## config.mk

```make
export PLATFORM = sky130hd
export DESIGN_NAME = main_control_fsm
export DESIGN_NICKNAME = d
export VERILOG_FILES = /design/src/rtl/mips_ctrl_pkg.sv /design/src/rtl/main_ctrl_out_dec.sv /design/src/rtl/main_control_fsm.sv
export SDC_FILE = /design/constraint.sdc
export NUM_CORES = 1
export LEC_CHECK = 0
export CORE_MARGIN = 1
export CORE_UTILIZATION = 25
export CTS_CLUSTER_SIZE = 12
export DETAILED_ROUTE_END_ITERATION = 8
export MAX_ROUTING_LAYER = met4
export RECOVER_POWER = 100
export SKIP_LAST_GASP = 1
export SLEW_MARGIN = 20
export SYNTH_ARGS = -nofsm -noshare
export SYNTH_HDL_FRONTEND = slang
export SYNTH_SLANG_ARGS = --single-unit
```

## constraint.sdc

```tcl
create_clock -name CLK -period 2.9 [get_ports CLK]
set_input_delay 0.87 -clock CLK [delete_from_list [all_inputs] [get_ports CLK]]
set_output_delay 0.87 -clock CLK [all_outputs]
set_load 0.005 [all_outputs]
```

## src/rtl/mips_ctrl_pkg.sv

```systemverilog
// mips_ctrl_pkg: shared definitions for the MIPS multi-cycle control path.
// Holds the main FSM state encoding, opcode constants, ALUOp/ALUSrcB/PCSrc
// encodings, the control-word payload and an opcode classifier.
// Optional feature macro: MAIN_CTRL_ADDI_EN (addi support in the classifier).
package mips_ctrl_pkg;

    localparam int unsigned STATE_W = 4;
    localparam int unsigned OP_W    = 6;

    // 4-bit binary state encoding; 13..15 are unused.
    typedef enum logic [STATE_W-1:0] {
        S_IDLE    = 4'd0,
        S_FETCH   = 4'd1,
        S_DECODE  = 4'd2,
        S_MEMADR  = 4'd3,
        S_MEMRD   = 4'd4,
        S_MEMWB   = 4'd5,
        S_MEMWR   = 4'd6,
        S_EXECUTE = 4'd7,
        S_ALUWB   = 4'd8,
        S_BRANCH  = 4'd9,
        S_ADDIEX  = 4'd10,
        S_ADDIWB  = 4'd11,
        S_JUMP    = 4'd12
    } state_t;

    localparam logic [OP_W-1:0] OP_LW    = 6'b100011;
    localparam logic [OP_W-1:0] OP_SW    = 6'b101011;
    localparam logic [OP_W-1:0] OP_RTYPE = 6'b000000;
    localparam logic [OP_W-1:0] OP_BEQ   = 6'b000100;
    localparam logic [OP_W-1:0] OP_ADDI  = 6'b001000;
    localparam logic [OP_W-1:0] OP_J     = 6'b000010;

    typedef enum logic [1:0] {
        ALUOP_ADD   = 2'b00,
        ALUOP_SUB   = 2'b01,
        ALUOP_FUNCT = 2'b10
    } aluop_t;

    typedef enum logic [1:0] {
        SRCB_B      = 2'b00,
        SRCB_FOUR   = 2'b01,
        SRCB_IMM    = 2'b10,
        SRCB_IMM_SH = 2'b11
    } srcb_t;

    typedef enum logic [1:0] {
        PCSRC_ALU    = 2'b00,
        PCSRC_ALUOUT = 2'b01,
        PCSRC_JUMP   = 2'b10
    } pcsrc_t;

    typedef enum logic [2:0] {
        OPC_MEM,
        OPC_RTYPE,
        OPC_BEQ,
        OPC_ADDI,
        OPC_J,
        OPC_ILLEGAL
    } op_class_t;

    // Control word driven by the state decoder.
    typedef struct packed {
        logic   ir_write;
        logic   pc_write;
        logic   branch;
        logic   i_or_d;
        logic   mem_write;
        logic   mem_to_reg;
        logic   reg_dst;
        logic   reg_write;
        logic   alu_src_a;
        srcb_t  alu_src_b;
        aluop_t alu_op;
        pcsrc_t pc_src;
        logic   instr_done;
    } ctrl_word_t;

    // Classify an opcode into the instruction flow it follows.
    function automatic op_class_t decode_op(input logic [OP_W-1:0] op);
        op_class_t c;
        c = OPC_ILLEGAL;
        case (op)
            OP_LW, OP_SW: c = OPC_MEM;
            OP_RTYPE:     c = OPC_RTYPE;
            OP_BEQ:       c = OPC_BEQ;
`ifdef MAIN_CTRL_ADDI_EN
            OP_ADDI:      c = OPC_ADDI;
`endif
            OP_J:         c = OPC_J;
            default:      c = OPC_ILLEGAL;
        endcase
        return c;
    endfunction

endpackage

```

## src/rtl/main_ctrl_out_dec.sv

```systemverilog
// main_ctrl_out_dec: combinational state -> control-word decode (Moore outputs).
// Ports: state (in, current FSM state), ctrl (out, datapath control word).
// Optional feature macro: MAIN_CTRL_ADDI_EN (ADDIEX/ADDIWB decode present).
module main_ctrl_out_dec
    import mips_ctrl_pkg::*;
(
    input  state_t     state,
    output ctrl_word_t ctrl
);

    // Everything defaults to 0; IDLE and unused encodings fall through.
    always_comb begin
        ctrl = '0;
        case (state)
            S_FETCH: begin
                ctrl.ir_write  = 1'b1;
                ctrl.pc_write  = 1'b1;
                ctrl.alu_src_b = SRCB_FOUR;
                ctrl.alu_op    = ALUOP_ADD;
            end
            S_DECODE: begin
                ctrl.alu_src_b = SRCB_IMM_SH;
                ctrl.alu_op    = ALUOP_ADD;
            end
            S_MEMADR: begin
                ctrl.alu_src_a = 1'b1;
                ctrl.alu_src_b = SRCB_IMM;
            end
            S_MEMRD: begin
                ctrl.i_or_d = 1'b1;
            end
            S_MEMWB: begin
                ctrl.reg_write  = 1'b1;
                ctrl.mem_to_reg = 1'b1;
                ctrl.instr_done = 1'b1;
            end
            S_MEMWR: begin
                ctrl.i_or_d     = 1'b1;
                ctrl.mem_write  = 1'b1;
                ctrl.instr_done = 1'b1;
            end
            S_EXECUTE: begin
                ctrl.alu_src_a = 1'b1;
                ctrl.alu_src_b = SRCB_B;
                ctrl.alu_op    = ALUOP_FUNCT;
            end
            S_ALUWB: begin
                ctrl.reg_write  = 1'b1;
                ctrl.reg_dst    = 1'b1;
                ctrl.instr_done = 1'b1;
            end
            S_BRANCH: begin
                ctrl.alu_src_a  = 1'b1;
                ctrl.alu_src_b  = SRCB_B;
                ctrl.alu_op     = ALUOP_SUB;
                ctrl.pc_src     = PCSRC_ALUOUT;
                ctrl.branch     = 1'b1;
                ctrl.instr_done = 1'b1;
            end
`ifdef MAIN_CTRL_ADDI_EN
            S_ADDIEX: begin
                ctrl.alu_src_a = 1'b1;
                ctrl.alu_src_b = SRCB_IMM;
                ctrl.alu_op    = ALUOP_ADD;
            end
            S_ADDIWB: begin
                ctrl.reg_write  = 1'b1;
                ctrl.instr_done = 1'b1;
            end
`endif
            S_JUMP: begin
                ctrl.pc_src     = PCSRC_JUMP;
                ctrl.pc_write   = 1'b1;
                ctrl.instr_done = 1'b1;
            end
            default: ctrl = '0;
        endcase
    end

endmodule

```

## src/rtl/main_control_fsm.sv

```systemverilog
// main_control_fsm: multi-cycle MIPS main control unit (Moore FSM).
// Sequences FETCH/DECODE/execute/memory/write-back and drives all datapath
// enables and selects; Illegal_Op is the only Opcode-dependent output and is
// asserted only in DECODE.
// Ports: CLK, RST (async active-low), Opcode (IR[31:26]); outputs IRWrite,
// PCWrite, Branch, IorD, MemWrite, MemtoReg, RegDst, RegWrite, ALUSrcA,
// ALUSrcB[1:0], ALUOp[1:0], PCSrc[1:0], Illegal_Op, Instr_Done.
// Optional feature macro: MAIN_CTRL_ADDI_EN (addi via ADDIEX/ADDIWB).
module main_control_fsm
    import mips_ctrl_pkg::*;
#(
    parameter int unsigned OPCODE_WIDTH = 6
) (
    input  logic                    CLK,
    input  logic                    RST,
    input  logic [OPCODE_WIDTH-1:0] Opcode,
    output logic                    IRWrite,
    output logic                    PCWrite,
    output logic                    Branch,
    output logic                    IorD,
    output logic                    MemWrite,
    output logic                    MemtoReg,
    output logic                    RegDst,
    output logic                    RegWrite,
    output logic                    ALUSrcA,
    output logic [1:0]              ALUSrcB,
    output logic [1:0]              ALUOp,
    output logic [1:0]              PCSrc,
    output logic                    Illegal_Op,
    output logic                    Instr_Done
);

    state_t     state_q, state_d;
    logic       is_store_q, is_store_d;
    logic       illegal_op_c;
    logic [OP_W-1:0] op6;
    op_class_t  op_class;
    ctrl_word_t ctrl;

    assign op6      = OP_W'(Opcode);
    assign op_class = decode_op(op6);

    // State register and load/store flag.
    always_ff @(posedge CLK or negedge RST) begin
        if (!RST) begin
            state_q    <= S_IDLE;
            is_store_q <= 1'b0;
        end else begin
            state_q    <= state_d;
            is_store_q <= is_store_d;
        end
    end

    // Next-state logic; Opcode is only consulted in DECODE.
    always_comb begin
        state_d      = state_q;
        is_store_d   = is_store_q;
        illegal_op_c = 1'b0;
        case (state_q)
            S_IDLE:   state_d = S_FETCH;
            S_FETCH:  state_d = S_DECODE;
            S_DECODE: begin
                is_store_d = (op6 == OP_SW);
                case (op_class)
                    OPC_MEM:   state_d = S_MEMADR;
                    OPC_RTYPE: state_d = S_EXECUTE;
                    OPC_BEQ:   state_d = S_BRANCH;
`ifdef MAIN_CTRL_ADDI_EN
                    OPC_ADDI:  state_d = S_ADDIEX;
`endif
                    OPC_J:     state_d = S_JUMP;
                    default: begin
                        state_d      = S_FETCH;
                        illegal_op_c = 1'b1;
                    end
                endcase
            end
            S_MEMADR:  state_d = is_store_q ? S_MEMWR : S_MEMRD;
            S_MEMRD:   state_d = S_MEMWB;
            S_EXECUTE: state_d = S_ALUWB;
`ifdef MAIN_CTRL_ADDI_EN
            S_ADDIEX:  state_d = S_ADDIWB;
            S_ADDIWB:  state_d = S_FETCH;
`endif
            S_MEMWB, S_MEMWR, S_ALUWB, S_BRANCH, S_JUMP: state_d = S_FETCH;
            // Unused encodings recover to FETCH.
            default:   state_d = S_FETCH;
        endcase
    end

    main_ctrl_out_dec u_out_dec (
        .state (state_q),
        .ctrl  (ctrl)
    );

    assign IRWrite    = ctrl.ir_write;
    assign PCWrite    = ctrl.pc_write;
    assign Branch     = ctrl.branch;
    assign IorD       = ctrl.i_or_d;
    assign MemWrite   = ctrl.mem_write;
    assign MemtoReg   = ctrl.mem_to_reg;
    assign RegDst     = ctrl.reg_dst;
    assign RegWrite   = ctrl.reg_write;
    assign ALUSrcA    = ctrl.alu_src_a;
    assign ALUSrcB    = ctrl.alu_src_b;
    assign ALUOp      = ctrl.alu_op;
    assign PCSrc      = ctrl.pc_src;
    assign Instr_Done = ctrl.instr_done;
    assign Illegal_Op = illegal_op_c;

endmodule

```

* Word level (Yosys, flattened, before mapping)
Index checks and enable logic that the tools add are counted.
** Storage, ports and cells
- Flip-flop bits (word level) :: 5
- Logic and storage cells :: 47
** Operators by class
- Reductions and logical operators :: 9
- Muxes and demuxes :: 19
- Eq/ne operators :: 17
** Operator list (number)
- one-hot mux 4 bit (5 select lines) :: 1
- == test 4 x 3 -> 1 bit, second input constant :: 4
- one-hot mux 4 bit (4 select lines) :: 1
- == test 4 bit, second input constant :: 3
- == test 6 bit, second input constant :: 2
- two-way mux 1 bit :: 12
- one-hot mux 3 bit (4 select lines) :: 1
- == test 4 x 2 -> 1 bit, second input constant :: 2
- one-hot mux 2 bit (2 select lines) :: 2
- OR reduction 2 bit :: 4
- == test 6 x 2 -> 1 bit, second input constant :: 1
- == test 6 x 3 -> 1 bit, second input constant :: 1
- zero test 6 bit :: 1
- one-hot mux 2 bit (3 select lines) :: 1
- OR reduction 5 bit :: 1
- == test 4 x 1 -> 1 bit, second input constant :: 1
- OR reduction 4 bit :: 1
- == test 3 x 1 -> 1 bit, second input constant :: 1
- == test 3 x 2 -> 1 bit, second input constant :: 1
- == test 3 bit, second input constant :: 1
- zero test 3 bit :: 1
- OR reduction 3 bit :: 1
- two-way mux 2 bit :: 1

* Logic depth before layout (Yosys ltp)
- Depth after elaboration :: 7
- Depth in mapped cells :: 4

* By module
From an unflattened synthesis, not the netlist that was laid out.
** Second synthesis, totals
- Cell total of the unflattened synthesis :: 60
- Area total of the unflattened synthesis :: 520.5 um^2
** By module, submodules not included
- main_control_fsm :: cells an instance 31, sequential area each 125.1 um^2, area an instance 304.0 um^2, instances 1
- main_ctrl_out_dec :: cells an instance 29, sequential area each 0.0 um^2, area an instance 216.5 um^2, instances 1

* Least setup slack after synthesis
No wires, ideal clock.
- Path type :: input port to output port
- Start :: input Opcode[0]
- End :: output Illegal_Op
- Path buffers :: 0
- Cell stages on the path :: 3
- Slack :: 0.569 ns
- Required time :: 2.030 ns
- Data arrival time :: 1.461 ns
- Cells stage by stage :: or3_4 -> nor3_1 -> a211oi_1
** Between the ends
- Cells in the longest elaborated chain, start to end :: 7
** Ends and longest elaborated chain
- from (decl) :: line main_control_fsm.sv:16 : input logic [OPCODE_WIDTH-1:0] Opcode,
- == test 6 bit :: line mips_ctrl_pkg.sv:83 : case (op)
- OR reduction 2 bit :: line mips_ctrl_pkg.sv:83
- one-hot mux 3 bit (4 select lines) * :: line mips_ctrl_pkg.sv:83
- == test 3 bit, or another cell as far along :: line main_control_fsm.sv:64 : case (op_class)
- OR reduction 4 bit (no line) *
- two-way mux 1 bit * :: line main_control_fsm.sv:64
- two-way mux 1 bit * :: line main_control_fsm.sv:59 : case (state_q)
- to (decl) :: line main_control_fsm.sv:29 : output logic Illegal_Op,
Mark *: on every way between the ends. The rest lies on a longest branch, timed or not.

* Worst setup path after layout
- Start :: register state_q[2]
- End :: output RegWrite
** Between the ends
- Cells in the longest elaborated chain, start to end :: 3
** Ends and longest elaborated chain
- from (decl) :: line main_control_fsm.sv:33 : state_t state_q, state_d;
- from (signal assigned) :: line main_control_fsm.sv:49 : state_q <= state_d;
- == test 4 x 3 -> 1 bit / == test 4 bit (equally long branches) :: line main_ctrl_out_dec.sv:14 : case (state)
- OR reduction 2 bit (no line) *
- two-way mux 1 bit * :: line main_ctrl_out_dec.sv:14
- to (decl) :: line main_control_fsm.sv:24 : output logic RegWrite,
Marks and branches as above.

==> impl_metrics.tcl <==
set metrics [dict create \
    status "completed" \
    cts.sinks 5 \
    drtIter0Drc 6 \
    numCtsBuffers 3 \
    drcViolationCount 0 \
    dr_wl_met2_um 608 \
    crit_required_ps 2030 \
    grt_use_total_pct 13.7 \
    cp_cell_sequence "buf_4, nand2b_1, mux2_2, nor2_1, dlygate4sd3_1" \
    slew_headroom_pct 82.8 \
    tightest_slew_ps 257 \
    cp-start-kind "flop" \
    whs_ps 484 \
    wl_met1_um 541 \
    fin_util_pct 47.0 \
    leakagePower_uw 0.000396 \
    antenna_found_initial 0 \
    synth_sequential_area_ratio_pct 26.4 \
    cts_tree "done" \
    reg2reg_slack_ps 1310 \
    critPathCaptureType "output pin" \
    grt_pass1_vias 469 \
    fmax_mhz 362 \
    yosysTopAreaCell "dfrtp_1" \
    syn_area_um2 474 \
    wl_met3_um 40 \
    drt-total-wl_mm 1.19 \
    grt_pass1_wl_mm 1.99 \
    die_h_um 45.6 \
    ir_drop_v 0.000457 \
    dr.max_layer_used "met3" \
    synthFlopType "dfrtp_1" \
    hpwl_um 912 \
    min_period_over_period_pct 95.1 \
    cts_buffer_depth 2 \
    fin_crit_ps 2760 \
    coreArea_um2 1750 \
    slowest_delay_ps 560 \
    finClkSkew_ps 0.509 \
    hold_viol_final 0 \
    gp_congestion 0.727 \
    drtAntennaViolNets 0 \
    cp_slowest_cell "dlygate4sd3_1" \
    port-buffer-count 24 \
    place_area_um2 795 \
    wl_per_cell_um 9.92 \
    worstPathArrival_ps 1890 \
    synth_edf_count 0 \
    cp_num_buf_inv 2 \
    min_path_type "flop to flop" \
    num_rows 15 \
    synthTopCellsByArea "dfrtp_1, nand2b_1, nor2_1, nor3_1, nor2b_1" \
    synth_nets 71 \
    ios 25 \
    start_util_pct 27.2 \
    grt_max_degree 15 \
    drv_cap 0 \
    rsz0062_at_grt "false" \
    post-cts-setup-buffers 0 \
    drtPass1Iterations 4 \
    fin_area_um2 820 \
    h-tree-depth 1 \
    finalPower_uw 571 \
    clkTransAtPathRegs_ps 40 \
    finalSetupViolCount 0 \
    routed_via_density 4.57 \
    syn_avg_cell_area_um2 7.53 \
    cp_top_family "buffers and inverters" \
    synth-seq-cells 5 \
    yosys_warnings 0 \
    syn_to_final_growth_pct 72.8 \
    ctsHoldBuffers 0 \
    cp_max_fo 10 \
    antenna_cells 0 \
    grt_overflow 0 \
    synthCells 63 \
    fp.dieW_um 45.6 \
    synth-async-reset-ratio_pct 100 \
    via_count 548 \
    crit_type "flop to output pin" \
    fp.dieArea_um2 2070 \
    drv_slew 0 \
    clockRootBuffer "clkbuf_4" \
    clk_latency_ps 240 \
    synth_top_area_share_pct 26.4 \
    drive_gt1_share_pct 15.8 \
    power_density_nw_per_um2 697 \
    nets 104 \
    ys_types 28 \
]
per-stage QoR:
step / instances / TNS (ps) / setup slack [ps]
2_1_floorplan: 63 / 0 / 569
3_3_place_gp: 116 / -302 / -302
3_5_place_dp: 116 / -331 / -331
4_1_cts: 120 / 0 / 23.0
5_1_grt: 120 / 0 / 33.9
6_report: 120 / 0 / 141
sequential cells by signal, indices dropped and copies added, names as in the netlist:
signal and cells:
state_q 4, is_store_q 1
layer usage:
layer  track usage, %  up-vias
met5                -        -
met4             3.64        0
met3             4.76        0
met2             22.6       17
met1             15.6      247
li1                 -      284
cells by family (layout without fill, tap and decap cells):
group | Yosys count | after routing | synth area share [%]
XOR/XNOR | 1 | 1 | 1.85
AO/OA/AOI/OAI | 8 | 8 | 12.9
buffers and inverters | 7 | 39 | 6.33
flip-flops | 5 | 5 | 26.4
multiplexers | 3 | 3 | 6.60
AND/OR/NAND/NOR | 39 | 39 | 45.9
worst reg2reg max path, delay by kind of cell, from the launching register on:
family / cells / cell delay, ps
and+or+nand+nor: 2 / 640
AOI/OAI and AO/OA: 1 / 310
DFF: 1 / 360
buffers and inverters: 1 / 160
layout by cell type, fill, tap and decap left out, types with 2 or more instances in the layout:
cell / instances
dlygate4sd3_1: 15
nor2_1: 10
nand2b_1: 7
buf_4: 7
nor3_1: 5
clkdlybuf4s50_1: 5
dfrtp_1: 5
nor2b_1: 4
clkbuf_4: 4
clkbuf_1: 4
nand2_1: 3
dlymetal6s2s_1: 3
or2_1: 2
mux2i_1: 2
what timing repair did:
action	CTS	global route
pin swaps	1	2
gates resized for setup	5	3
endpoints found under the setup margin	1	1
power by group:
group          internal, uW  switching, uW  total (uW)
registers              91.4           8.96         100
clock network          52.1           29.4        81.4
logic                   215            175         390
Yosys cell counts (2+ instances only):
cell type,number
nor2_1,10
mux2i_1,2
nand2b_1,7
nand2_1,3
nor3_1,6
dfrtp_1,5
clkbuf_1,5
nor2b_1,4
or2_1,2
worst paths after layout:
check,startpoint,end,cells past startpoint
min,is_store_q$_DFFE_PN0P_,is_store_q$_DFFE_PN0P_,1
min reg2reg,is_store_q$_DFFE_PN0P_,is_store_q$_DFFE_PN0P_,1
max in group asynchronous,RST,state_q[2]$_DFF_PN0_,1
max,state_q[2]$_DFF_PN0_,RegWrite,5
min in group asynchronous,RST,state_q[1]$_DFF_PN0_,1
max reg2reg,state_q[2]$_DFF_PN0_,state_q[0]$_DFF_PN0_,4
area by class of cell:
class                   instances  area (um2)
multi-input cells              51         324
repair buffers                 34         309
inverters                       1        3.75
clock buffers                   4        26.3
fillers                       184         926
well taps                      25        31.3
flip-flops and latches          5         125
(Power assumes the default switching activity.)
